==> src/rtl/alu_issue_stage.sv <==
// ID->EX issue stage: decodes an RV32I instruction plus register read data into an ALU
// operation/operand pair, holding it in a main entry plus a skid entry so that in_ready is registered.
module alu_issue_stage #(
   parameter int DATA_W  = 32,
   parameter int SHAMT_W = 5
) (
   input  logic              clk,
   input  logic              rst,
   input  logic              flush,
   input  logic              in_valid,
   output logic              in_ready,
   input  logic [31:0]       in_instr,
   input  logic [DATA_W-1:0] in_rs1_data,
   input  logic [DATA_W-1:0] in_rs2_data,
   output logic              out_valid,
   input  logic              out_ready,
   output logic [3:0]        out_operation,
   output logic [DATA_W-1:0] out_operand1,
   output logic [DATA_W-1:0] out_operand2,
   output logic [4:0]        out_rd,
   output logic              out_reg_write,
   output logic              out_illegal
);

   localparam logic [3:0] OP_AND = 4'b0000;
   localparam logic [3:0] OP_OR  = 4'b0001;
   localparam logic [3:0] OP_ADD = 4'b0010;
   localparam logic [3:0] OP_SUB = 4'b0110;
   localparam logic [3:0] OP_SLL = 4'b0111;
   localparam logic [3:0] OP_SRL = 4'b1000;
   localparam logic [3:0] OP_SRA = 4'b1001;
   localparam logic [3:0] OP_XOR = 4'b1010;
   localparam logic [3:0] OP_SLT = 4'b1111;

   typedef struct packed {
      logic [3:0]        op;
      logic [DATA_W-1:0] op1;
      logic [DATA_W-1:0] op2;
      logic [4:0]        rd;
      logic              rw;
      logic              ill;
   } issue_t;

   function automatic logic [DATA_W-1:0] sext12(input logic signed [11:0] imm);
      sext12 = DATA_W'(imm);
   endfunction

   function automatic logic [DATA_W-1:0] shamt(input logic [DATA_W-1:0] val);
      logic [DATA_W-1:0] res;
      res = '0;
      res[SHAMT_W-1:0] = val[SHAMT_W-1:0];
      shamt = res;
   endfunction

   function automatic issue_t decode(input logic [31:0] instr,
                                     input logic [DATA_W-1:0] rs1,
                                     input logic [DATA_W-1:0] rs2);
      issue_t     d;
      logic [6:0] opc;
      logic [2:0] f3;
      logic [6:0] f7;
      logic       f7_zero;
      logic       f7_alt;
      opc     = instr[6:0];
      f3      = instr[14:12];
      f7      = instr[31:25];
      f7_zero = (f7 == 7'b0000000);
      f7_alt  = (f7 == 7'b0100000);
      d.op  = OP_ADD;
      d.op1 = rs1;
      d.op2 = rs2;
      d.rd  = instr[11:7];
      d.rw  = 1'b0;
      d.ill = 1'b0;
      case (opc)
         7'b0110011: begin
            d.rw = 1'b1;
            case (f3)
               3'b000: begin d.op = f7_alt ? OP_SUB : OP_ADD; d.ill = !(f7_zero || f7_alt); end
               3'b001: begin d.op = OP_SLL; d.op2 = shamt(rs2); d.ill = !f7_zero; end
               3'b010: begin d.op = OP_SLT; d.ill = !f7_zero; end
               3'b100: begin d.op = OP_XOR; d.ill = !f7_zero; end
               3'b101: begin
                  d.op  = f7_alt ? OP_SRA : OP_SRL;
                  d.op2 = shamt(rs2);
                  d.ill = !(f7_zero || f7_alt);
               end
               3'b110: begin d.op = OP_OR;  d.ill = !f7_zero; end
               3'b111: begin d.op = OP_AND; d.ill = !f7_zero; end
               default: d.ill = 1'b1;
            endcase
         end
         7'b0010011: begin
            d.rw  = 1'b1;
            d.op2 = sext12(instr[31:20]);
            case (f3)
               3'b000: d.op = OP_ADD;
               3'b010: d.op = OP_SLT;
               3'b100: d.op = OP_XOR;
               3'b110: d.op = OP_OR;
               3'b111: d.op = OP_AND;
               3'b001: begin d.op = OP_SLL; d.op2 = shamt(DATA_W'(instr[24:20])); d.ill = !f7_zero; end
               3'b101: begin
                  d.op  = f7_alt ? OP_SRA : OP_SRL;
                  d.op2 = shamt(DATA_W'(instr[24:20]));
                  d.ill = !(f7_zero || f7_alt);
               end
               default: d.ill = 1'b1;
            endcase
         end
         7'b0000011: begin d.rw = 1'b1; d.op2 = sext12(instr[31:20]); end
         7'b0100011: d.op2 = sext12({instr[31:25], instr[11:7]});
         7'b1100011: begin d.op = OP_SUB; d.ill = (f3[2:1] != 2'b00); end
         default: d.ill = 1'b1;
      endcase
      if (d.ill) begin
         d.op  = OP_ADD;
         d.op1 = '0;
         d.op2 = '0;
         d.rw  = 1'b0;
      end
      if (!d.rw) d.rd = 5'd0;
      decode = d;
   endfunction

   issue_t dec_p0;
   issue_t main_p1;
   issue_t skid_p1;
   logic   vld_p1;
   logic   skid_vld_p1;
   logic   in_rdy_p1;
   logic   fire_in;
   logic   fire_out;

   // p0: combinational decode of the presented instruction
   always_comb begin
      dec_p0 = decode(in_instr, in_rs1_data, in_rs2_data);
   end

   assign fire_in  = in_valid && in_rdy_p1;
   assign fire_out = vld_p1 && out_ready;

   // p1: main/skid buffer; in_rdy_p1 always mirrors an empty skid entry
   always_ff @(posedge clk) begin
      if (rst) begin
         vld_p1      <= 1'b0;
         skid_vld_p1 <= 1'b0;
         in_rdy_p1   <= 1'b1;
         main_p1     <= '0;
         skid_p1     <= '0;
      end else if (flush) begin
         vld_p1      <= 1'b0;
         skid_vld_p1 <= 1'b0;
         in_rdy_p1   <= 1'b1;
      end else if (skid_vld_p1 && fire_out) begin
         main_p1     <= skid_p1;
         skid_vld_p1 <= 1'b0;
         in_rdy_p1   <= 1'b1;
      end else if (fire_in && (!vld_p1 || fire_out)) begin
         main_p1 <= dec_p0;
         vld_p1  <= 1'b1;
      end else if (fire_in) begin
         skid_p1     <= dec_p0;
         skid_vld_p1 <= 1'b1;
         in_rdy_p1   <= 1'b0;
      end else if (fire_out) begin
         vld_p1 <= 1'b0;
      end
   end

   assign in_ready      = in_rdy_p1;
   assign out_valid     = vld_p1;
   assign out_operation = main_p1.op;
   assign out_operand1  = main_p1.op1;
   assign out_operand2  = main_p1.op2;
   assign out_rd        = main_p1.rd;
   assign out_reg_write = main_p1.rw;
   assign out_illegal   = main_p1.ill;

endmodule

==> config.mk <==
export PLATFORM = sky130hd
export DESIGN_NAME = alu_issue_stage
export DESIGN_NICKNAME = d
export VERILOG_FILES = /design/src/rtl/alu_issue_stage.sv
export SDC_FILE = /design/constraint.sdc
export NUM_CORES = 1
export LEC_CHECK = 0
export ABC_AREA = 1
export CORE_MARGIN = 2
export CORE_UTILIZATION = 34
export DETAILED_ROUTE_END_ITERATION = 10
export PLACE_DENSITY = 0.57
export SLEW_MARGIN = 20
export SYNTH_ARGS = -nofsm -noshare
export SYNTH_HDL_FRONTEND = slang
export SYNTH_SLANG_ARGS = --single-unit
==> constraint.sdc <==
create_clock -name clk -period 1.8 [get_ports clk]
set_input_delay 0.27 -clock clk [delete_from_list [all_inputs] [get_ports clk]]
set_output_delay 0.27 -clock clk [all_outputs]
set_load 0.1 [all_outputs]
==> impl_metrics.env, run 1 <==
export IMPL_finalNonFillerCells=1498
export IMPL_status="complete, no violations"
export IMPL_cp_end_kind="flop"
export IMPL_dp_hpwl_mm=14.66
export IMPL_cts_sinks=153
export IMPL_r2r_setup_slack_ps=150
export IMPL_p_leak_nw=4.302
export IMPL_grt_pass1_wl_mm=36.56
export IMPL_dp_slack_ps=-423.4
export IMPL_holdPathStages=2
export IMPL_yosys_warnings=0
export IMPL_synth_top_area_frac=0.4377
export IMPL_core_area_um2=20230
export IMPL_cp_required_ps=2160
export IMPL_finalSetupViolations=0
export IMPL_r2r_start="out_valid"
export IMPL_ys_seq_area_frac=0.4377
export IMPL_worstPathCellList="clkdlybuf4s50_1 > buf_4 > inv_1 > nand2_1 > nor2_2 > nand3_1 > nand3_1 > nand2_1 > nand2_4 > nand2_8 > buf_12 > a21oi_1 > nand2_1 > a21oi_1"
export IMPL_clock_latency_ps=430
export IMPL_rows=52
export IMPL_switching_share=0.3008
export IMPL_slowest_delay_ps=440
export IMPL_seq_power_share=0.394
export IMPL_worstPathMaxFanout=17
export IMPL_clockBufferDepth=2
export IMPL_die_area_um2=21750
export IMPL_die_w_um=147.5
export IMPL_setup_ws_ps=81.22
export IMPL_antenna_left=0
export IMPL_drive_gt1_frac=0.2231
export IMPL_cts_tree="yes"
export IMPL_avgViaCountPerCell=4.888
export IMPL_worst_ep_arrival_time_ps=2080
export IMPL_synth_seq_cells=153
export IMPL_most_common_layout_cells="nand2_1 (272), a21oi_1 (217), dfxtp_1 (151), buf_4 (129), clkdlybuf4s50_1 (91)"
export IMPL_antenna_found_initial=0
export IMPL_drc=0
export IMPL_cap_violations=0
export IMPL_wl_per_cell_um=15.05
export IMPL_hold_class="input pin to flop"
export IMPL_worstMarginPinSlew_ps=493.9
export IMPL_syn_nets=1117
export IMPL_path_common_cell="nand2_1"
export IMPL_p_int_mw=6.304
export IMPL_min_from="rst"
export IMPL_path_class="input pin to flop"
export IMPL_grt_pass1_vias=7050
export IMPL_root_buffer="clkbuf_16"
export IMPL_vias=7322
export IMPL_synth_area_leaders="dfxtp_1 (44%), a21oi_1 (17%), nand2_1 (15%), o21ai_0 (6.2%), nor2_1 (2.8%)"
export IMPL_p_sw_mw=2.712
export IMPL_gp_congestion=0.8144
export IMPL_finish_utilization=0.5157
export IMPL_fp_dieH_um=147.5
export IMPL_clkTransAtPathRegs_ps=60
export IMPL_drt_initial_drc_count=407
export IMPL_routed_wl_mm=22.55
export IMPL_dp_cells=1462
export IMPL_ctsHtreeMaxLevel=4
export IMPL_holdBufCountCts=0
export IMPL_slew_viol_final=0
export IMPL_ys_types=31
export IMPL_fmax_ghz=0.5818
export IMPL_rsz0062_at_grt="true"
export IMPL_skew_ps=8.128
export IMPL_postSynthCellCount=1016
export IMPL_finalHoldViolCount=0
export IMPL_final_common_cell="nand2_1"
export IMPL_syn_area_um2=6998
export IMPL_layout_nets=1316
export IMPL_portBuffers=172
export IMPL_max_slew_margin=0.6707
export IMPL_r2r_cells=10
export IMPL_startpoint_type="input pin"
export IMPL_yosysTopAreaCell="dfxtp_1"
export IMPL_numCtsBuffers=17
export IMPL_reg2reg_to="skid_p1[8]"
export IMPL_setup_tns_ps=0
export IMPL_track_usage=0.2083
export IMPL_syn_to_final_growth_pct=49.11
export IMPL_avgSynthCellArea_um2=6.888
export IMPL_fin_crit_sh=0.9549
export IMPL_cp_slowest_cell="clkdlybuf4s50_1"
export IMPL_grt_max_degree=47
export IMPL_clkPwrFrac=0.420
export IMPL_grt_overflow_total=0
export IMPL_antenna_cells=0
export IMPL_powerDensity_nw_per_um2=864.0
export IMPL_dr_pass1_iters=7
export IMPL_num_fill_cells=1970
export IMPL_final_area_um2=10440
export IMPL_start_util=0.3458
export IMPL_peakVddDrop_uv=608.5
export IMPL_combPwrFrac=0.186
export IMPL_whs_endpoint="skid_p1[46]"
export IMPL_finalCriticalPeriod_ps=1719
export IMPL_place_area_um2=9540
export IMPL_io_pins=178
## power by group through the flow
stage / registers [mW] / clock network, mW / logic (mW)
after floorplan: 4.29 / 0 / 0.348
after global placement: 3.63 / 0 / 1.64
after detailed placement: 3.62 / 0 / 1.65
after CTS: 3.55 / 3.87 / 1.65
after global routing: 3.56 / 4.03 / 1.77
final: 3.55 / 3.79 / 1.68
## state kept, by name (all words and copies together), names as in the netlist
name and cells:
in_ready 1, out_illegal 1, out_operand1 32, out_operand2 32, out_operation 4, out_rd 5, out_reg_write 1, out_valid 1
skid_p1 75, skid_vld_p1 1
## worst max path at each step
stage / endpoint / from / depth (start not counted) / slack, ps
finish: out_operand2[22] / in_instr[29] / 14 / 80
global route: out_operand2[19] / in_instr[29] / 14 / -50
CTS: out_operand2[6] / in_instr[4] / 12 / 20
detailed placement: out_operand2[6] / in_instr[4] / 12 / -420
global placement: out_operand2[6] / in_instr[4] / 12 / -420
floorplan: out_operand1[20] / out_valid / 8 / 10
## Yosys cell counts (all sizes together)
| library cell | n |
|---|---|
| o211ai | 1 |
| a22oi | 1 |
| nand4 | 8 |
| a2111oi | 1 |
| inv | 63 |
| a22o | 4 |
| dfxtp | 153 |
| a211oi | 1 |
| nor3 | 3 |
| nor2 | 66 |
| buf | 27 |
| clkbuf | 50 |
| nand2 | 276 |
| o21a | 1 |
| a21oi | 244 |
| a311oi | 1 |
| nand3 | 23 |
| o21ai | 93 |
## timing repair
action,CTS,global route
gates resized for setup,0,57
setup endpoints to repair,0,121
setup buffers,0,1
hold endpoints to repair,0,0
## cell type report
| class | instances | area, um2 | area share |
|---|---|---|---|
| multi-input combinational | 723 | 3582 | 0.3433 |
| sequential | 153 | 3070 | 0.2942 |
| timing repair buffer | 257 | 2584 | 0.2476 |
| clock buffer | 20 | 456.7 | 0.04377 |
| tap | 270 | 337.8 | 0.03237 |
| inverter | 63 | 240.2 | 0.02302 |
| clock inverter | 12 | 163.9 | 0.01571 |
## layer usage
layer | up-vias | wire [um] | global-route usage
li1 | 3746 | - | -
met1 | 3397 | 10370 | 0.2713
met2 | 168 | 10790 | 0.3528
met3 | 11 | 1213 | 0.04660
met4 | 0 | 174 | 0.04952
met5 | - | 0 | 0
## cells by family (layout without fill, tap and decap cells)
kind of cell | Yosys count | after routing | share of synthesized area
AO/OA/AOI/OAI | 347 | 347 | 0.2534
flip-flops | 153 | 153 | 0.4377
AND/OR/NAND/NOR | 376 | 376 | 0.2281
buffers and inverters | 140 | 352 | 0.08081
## critical path, delay by kind of cell
| family | cells | cell delay (ps) |
|---|---|---|
| buffers and inverters | 4 | 820 |
| and+or+nand+nor | 8 | 680 |
| AOI/OAI and AO/OA | 2 | 300 |
## through the flow
step           power (mW)  hold slack, ps
2_1_floorplan       4.634           338.3
3_3_place_gp        5.269           451.7
3_5_place_dp        5.270           454.4
4_1_cts             9.068           287.9
5_1_grt             9.356           298.4
6_report            9.015           306.8
Note: power is estimated with default switching activity, not from simulation.
==> run 2: changes to the inputs <==
--- a/config.mk
+++ b/config.mk
@@ -10,6 +10,7 @@
 export CORE_UTILIZATION = 34
 export DETAILED_ROUTE_END_ITERATION = 10
 export PLACE_DENSITY = 0.57
+export SKIP_LAST_GASP = 1
 export SLEW_MARGIN = 20
 export SYNTH_ARGS = -nofsm -noshare
 export SYNTH_HDL_FRONTEND = slang
==> impl_metrics.env, run 2 (synthesis results as in run 1) <==
export IMPL_ctsHtreeMaxLevel=4
export IMPL_critPathCapture="skid_p1[34]"
export IMPL_hold_class="input pin to flop"
export IMPL_dp_hpwl_mm=14.66
export IMPL_p_leak_nw=4.303
export IMPL_numCtsBuffers=17
export IMPL_fin_crit_sh=0.9672
export IMPL_clockBufferDepth=2
export IMPL_grt_overflow_total=0
export IMPL_dr_pass1_iters=7
export IMPL_peakVddDrop_uv=607.1
export IMPL_vias=7326
export IMPL_grt_max_degree=47
export IMPL_skew_ps=6.303
export IMPL_rows=52
export IMPL_finalHoldViolCount=0
export IMPL_critPathLaunch="in_instr[29]"
export IMPL_start_util=0.3458
export IMPL_track_usage=0.2083
export IMPL_die_area_um2=21750
export IMPL_max_slew_margin=0.6681
export IMPL_layout_nets=1316
export IMPL_worstMarginPinSlew_ps=497.8
export IMPL_worstPathMaxFanout=8
export IMPL_worst_ep_arrival_time_ps=2090
export IMPL_io_pins=178
export IMPL_drc=0
export IMPL_holdBufCountCts=0
export IMPL_cts_sinks=153
export IMPL_antenna_left=0
export IMPL_finish_utilization=0.5142
export IMPL_status="complete, no violations"
export IMPL_drt_initial_drc_count=444
export IMPL_holdPathStages=2
export IMPL_rsz0062_at_grt="true"
export IMPL_fmax_ghz=0.5744
export IMPL_avgViaCountPerCell=4.891
export IMPL_grt_pass1_wl_mm=36.56
export IMPL_most_common_layout_cells="nand2_1 (272), a21oi_1 (220), dfxtp_1 (151), buf_4 (129), clkdlybuf4s50_1 (91)"
export IMPL_reg2reg_to="skid_p1[8]"
export IMPL_antenna_found_initial=0
export IMPL_portBuffers=172
export IMPL_slew_viol_final=0
export IMPL_die_w_um=147.5
export IMPL_clock_latency_ps=420
export IMPL_powerDensity_nw_per_um2=866.1
export IMPL_cts_tree="yes"
export IMPL_wl_per_cell_um=15.04
export IMPL_path_class="input pin to flop"
export IMPL_r2r_start="out_valid"
export IMPL_clkTransAtPathRegs_ps=70
export IMPL_r2r_setup_slack_ps=150
export IMPL_top_register="skid_p1"
export IMPL_largest_reg_flops=75
export IMPL_cap_violations=0
export IMPL_r2r_cells=10
export IMPL_final_common_cell="nand2_1"
export IMPL_root_buffer="clkbuf_16"
export IMPL_cp_end_kind="flop"
export IMPL_gp_congestion=0.8144
export IMPL_drive_gt1_frac=0.2182
export IMPL_finalSetupViolations=0
export IMPL_syn_to_final_growth_pct=48.67
export IMPL_antenna_cells=0
export IMPL_finalCriticalPeriod_ps=1741
export IMPL_total_power_mw=9.011
export IMPL_grt_pass1_vias=7050
export IMPL_cp_required_ps=2150
export IMPL_routed_wl_mm=22.54
export IMPL_fp_dieH_um=147.5
export IMPL_startpoint_type="input pin"
export IMPL_core_area_um2=20230
==> run 2: stage by stage <==
stage                     hold slack [ps]  instance area (um2)  worst slack [ps]  cells  setup TNS [ps]
final                               301.3                10400             59.05   1498               0
after global routing                298.4                10400            -54.70   1498           -1002
after CTS                           287.9                10160             23.96   1494               0
after detailed placement            454.4                 9540            -423.4   1462          -47430
after global placement              451.7                 9540            -422.7   1462          -45730
after floorplan                     338.3                 7005             12.67   1016               0
==> run 2: what timing repair did <==
action,4_1_cts,5_1_grt
setup endpoints to repair,0,121
setup buffers,0,1
resized for setup,0,49
==> run 2: worst max-delay path, stage by stage <==
cell and delay (ps):
clkdlybuf4s50_1 440, buf_4 160, inv_1 40, nand2_1 50, nor2_2 90, nand3_1 90
nand3_1 90, nand2_1 90, nand2_4 90, nand2_8 110, clkbuf_16 200, a21oi_1 160
nand2_1 70, a21oi_1 140
==> run 2: per-layer routing <==
| metal | share of wire | GRT usage | up-vias | routed length (um) |
|---|---|---|---|---|
| li1 | - | - | 3746 | - |
| met1 | 0.46 | 0.2713 | 3394 | 10260 |
| met2 | 0.48 | 0.3528 | 176 | 10800 |
| met3 | 0.058 | 0.04660 | 10 | 1300 |
| met4 | 0.0079 | 0.04952 | 0 | 178 |
| met5 | 0 | 0 | - | 0 |
==> run 2: final cells by class <==
cell class | count | area (um2)
Fill cell | 1981 | 9831
Clock buffer | 20 | 456.7
Timing Repair Buffer | 257 | 2584
Inverter | 63 | 240.2
Multi-Input combinational cell | 723 | 3551
Tap cell | 270 | 337.8
Sequential cell | 153 | 3070
Clock inverter | 12 | 163.9
==> run 2: report_power, final <==
part	switching, mW	internal, mW	total [mW]	leakage [nW]
clock network	1.51	2.28	3.79	0.290
logic	1.13	0.542	1.67	2.77
registers	0.0654	3.49	3.55	1.24
==> run 2: how the worst min path moves through the flow <==
stage,start,end
6_report,rst,skid_p1[46]
3_5_place_dp,skid_p1[11],skid_p1[11]
2_1_floorplan,flush,out_valid
5_1_grt,rst,skid_p1[45]
4_1_cts,rst,skid_p1[46]
3_3_place_gp,skid_p1[23],skid_p1[23]
==> run 3: changes to the inputs <==
--- a/config.mk
+++ b/config.mk
@@ -6,6 +6,7 @@
 export NUM_CORES = 1
 export LEC_CHECK = 0
 export ABC_AREA = 1
+export CORE_ASPECT_RATIO = 0.9
 export CORE_MARGIN = 2
 export CORE_UTILIZATION = 34
 export DETAILED_ROUTE_END_ITERATION = 10
==> impl_metrics.env, run 3 (synthesis results as in run 1) <==
export IMPL_status="complete, no violations"
export IMPL_worstPathCellList="clkdlybuf4s50_1 > buf_4 > inv_2 > nand3_1 > nor2_2 > nand3_1 > nand2_2 > nand2_4 > nand2_8 > buf_12 > inv_2 > buf_4 > nand3_1 > a21oi_2"
export IMPL_grt_pass1_wl_mm=35.60
export IMPL_routed_wl_mm=22.39
export IMPL_wl_per_cell_um=15.04
export IMPL_path_class="input pin to flop"
export IMPL_core_area_um2=20110
export IMPL_worstPathMaxFanout=8
export IMPL_p_leak_nw=4.339
export IMPL_holdBufCountCts=0
export IMPL_fp_dieH_um=140.1
export IMPL_ctsHtreeMaxLevel=4
export IMPL_cts_sinks=153
export IMPL_clockBufferDepth=2
export IMPL_setup_ws_ps=88.51
export IMPL_startpoint_type="input pin"
export IMPL_io_pins=178
export IMPL_final_common_cell="nand2_1"
export IMPL_setup_tns_ps=0
export IMPL_drc=0
export IMPL_wl_met2_mm=10.08
export IMPL_layout_nets=1321
export IMPL_top_layer_used="met4"
export IMPL_die_area_um2=21750
export IMPL_track_usage=0.2045
export IMPL_path_common_cell="nand3_1"
export IMPL_grt_max_degree=69
export IMPL_dp_slack_ps=-394.0
export IMPL_root_buffer="clkbuf_16"
export IMPL_peakVddDrop_uv=444.2
export IMPL_start_util=0.3480
export IMPL_grt_pass1_vias=6836
export IMPL_most_common_layout_cells="nand2_1 (271), a21oi_1 (225), dfxtp_1 (151), buf_4 (136)"
export IMPL_wl_met3_mm=1.338
export IMPL_finalSetupViolations=0
export IMPL_dr_pass1_iters=5
export IMPL_numCtsBuffers=17
export IMPL_finalHoldViolCount=0
export IMPL_clock_latency_ps=430
export IMPL_antenna_left=0
export IMPL_place_area_um2=9508
export IMPL_avgViaCountPerCell=4.949
export IMPL_finalCriticalPeriod_ps=1711
export IMPL_vias=7364
export IMPL_cp_end_kind="flop"
export IMPL_clkTransAtPathRegs_ps=70
export IMPL_drt_initial_drc_count=407
export IMPL_fmax_ghz=0.5843
export IMPL_rsz0062_at_grt="true"
export IMPL_hold_class="input pin to flop"
export IMPL_worstMarginPinSlew_ps=452.8
export IMPL_gp_congestion=0.8378
export IMPL_wl_met1_mm=10.82
export IMPL_slowest_delay_ps=450
export IMPL_finish_utilization=0.5118
export IMPL_slew_viol_final=0
export IMPL_final_area_um2=10290
export IMPL_antenna_found_initial=0
export IMPL_cts_tree="yes"
export IMPL_largest_reg_flops=75
export IMPL_syn_to_final_growth_pct=47.06
export IMPL_rows=49
export IMPL_top_register="skid_p1"
export IMPL_grt_overflow_total=0
export IMPL_cp_required_ps=2120
export IMPL_cap_violations=0
export IMPL_dp_hpwl_mm=14.65
export IMPL_max_slew_margin=0.6981
export IMPL_fin_crit_sh=0.9508
export IMPL_antenna_cells=0
export IMPL_skew_ps=16.92
export IMPL_cp_slowest_cell="clkdlybuf4s50_1"
export IMPL_die_w_um=155.2
export IMPL_drive_gt1_frac=0.2133
export IMPL_powerDensity_nw_per_um2=841.8
export IMPL_portBuffers=172
export IMPL_worst_ep_arrival_time_ps=2030
## run 3: changes by cell type in the layout (fill, tap and decap cells not counted), sizes merged
cell,delta
clkbuf,-3
buf,+5
bufinv,-2
clkdlybuf4s50,-5
dlymetal6s2s,+5
inv,+1
clkinvlp,-1
clkinv,+5
## run 3: stage by stage
stage / hold WS (ps) / instances / power, mW
6_report: 294.5 / 1488 / 8.663
5_1_grt: 281.8 / 1488 / 8.990
4_1_cts: 270.8 / 1484 / 8.736
3_5_place_dp: 456.1 / 1452 / 5.253
3_3_place_gp: 451.2 / 1452 / 5.255
2_1_floorplan: 338.3 / 1016 / 4.634
## run 3: final cells by class
class                           instances  area [um2]
Inverter                               63       236.5
Multi-Input combinational cell        723        3507
Clock inverter                         15       141.4
Fill cell                            2017        9818
Sequential cell                       153        3070
Tap cell                              255       319.1
Timing Repair Buffer                  262        2591
Clock buffer                           17       425.4
## run 3: critical path, delay by kind of cell
| kind | cells | cell delay (ps) |
|---|---|---|
| AO/OA/AOI/OAI | 1 | 60 |
| buffers and inverters | 6 | 1000 |
| AND/OR/NAND/NOR | 7 | 700 |
## run 3: where the power goes
part | switching (mW) | internal (mW)
Sequential | 0.0614 | 3.48
Combinational | 1.13 | 0.527
Clock | 1.54 | 1.92
## run 3: routing by layer
| metal | GRT usage | up-vias |
|---|---|---|
| met5 | 0 | - |
| met3 | 0.04455 | 10 |
| met1 | 0.2924 | 3351 |
| li1 | - | 3767 |
| met4 | 0.04973 | 0 |
| met2 | 0.3146 | 236 |
## run 3: final timing paths
check	start	end	slack [ps]	depth (start not counted)
max reg2reg	out_valid	skid_p1[0]	200	10
min reg2reg	skid_p1[11]	skid_p1[11]	460	2
max	in_instr[5]	out_operand2[1]	90	14
min	rst	skid_p1[68]	290	2
## run 3: repair_timing
| item | in CTS | in global routing |
|---|---|---|
| buffers inserted | 0 | 2 |
| endpoints found under the setup margin | 0 | 111 |
| resized for setup | 0 | 43 |
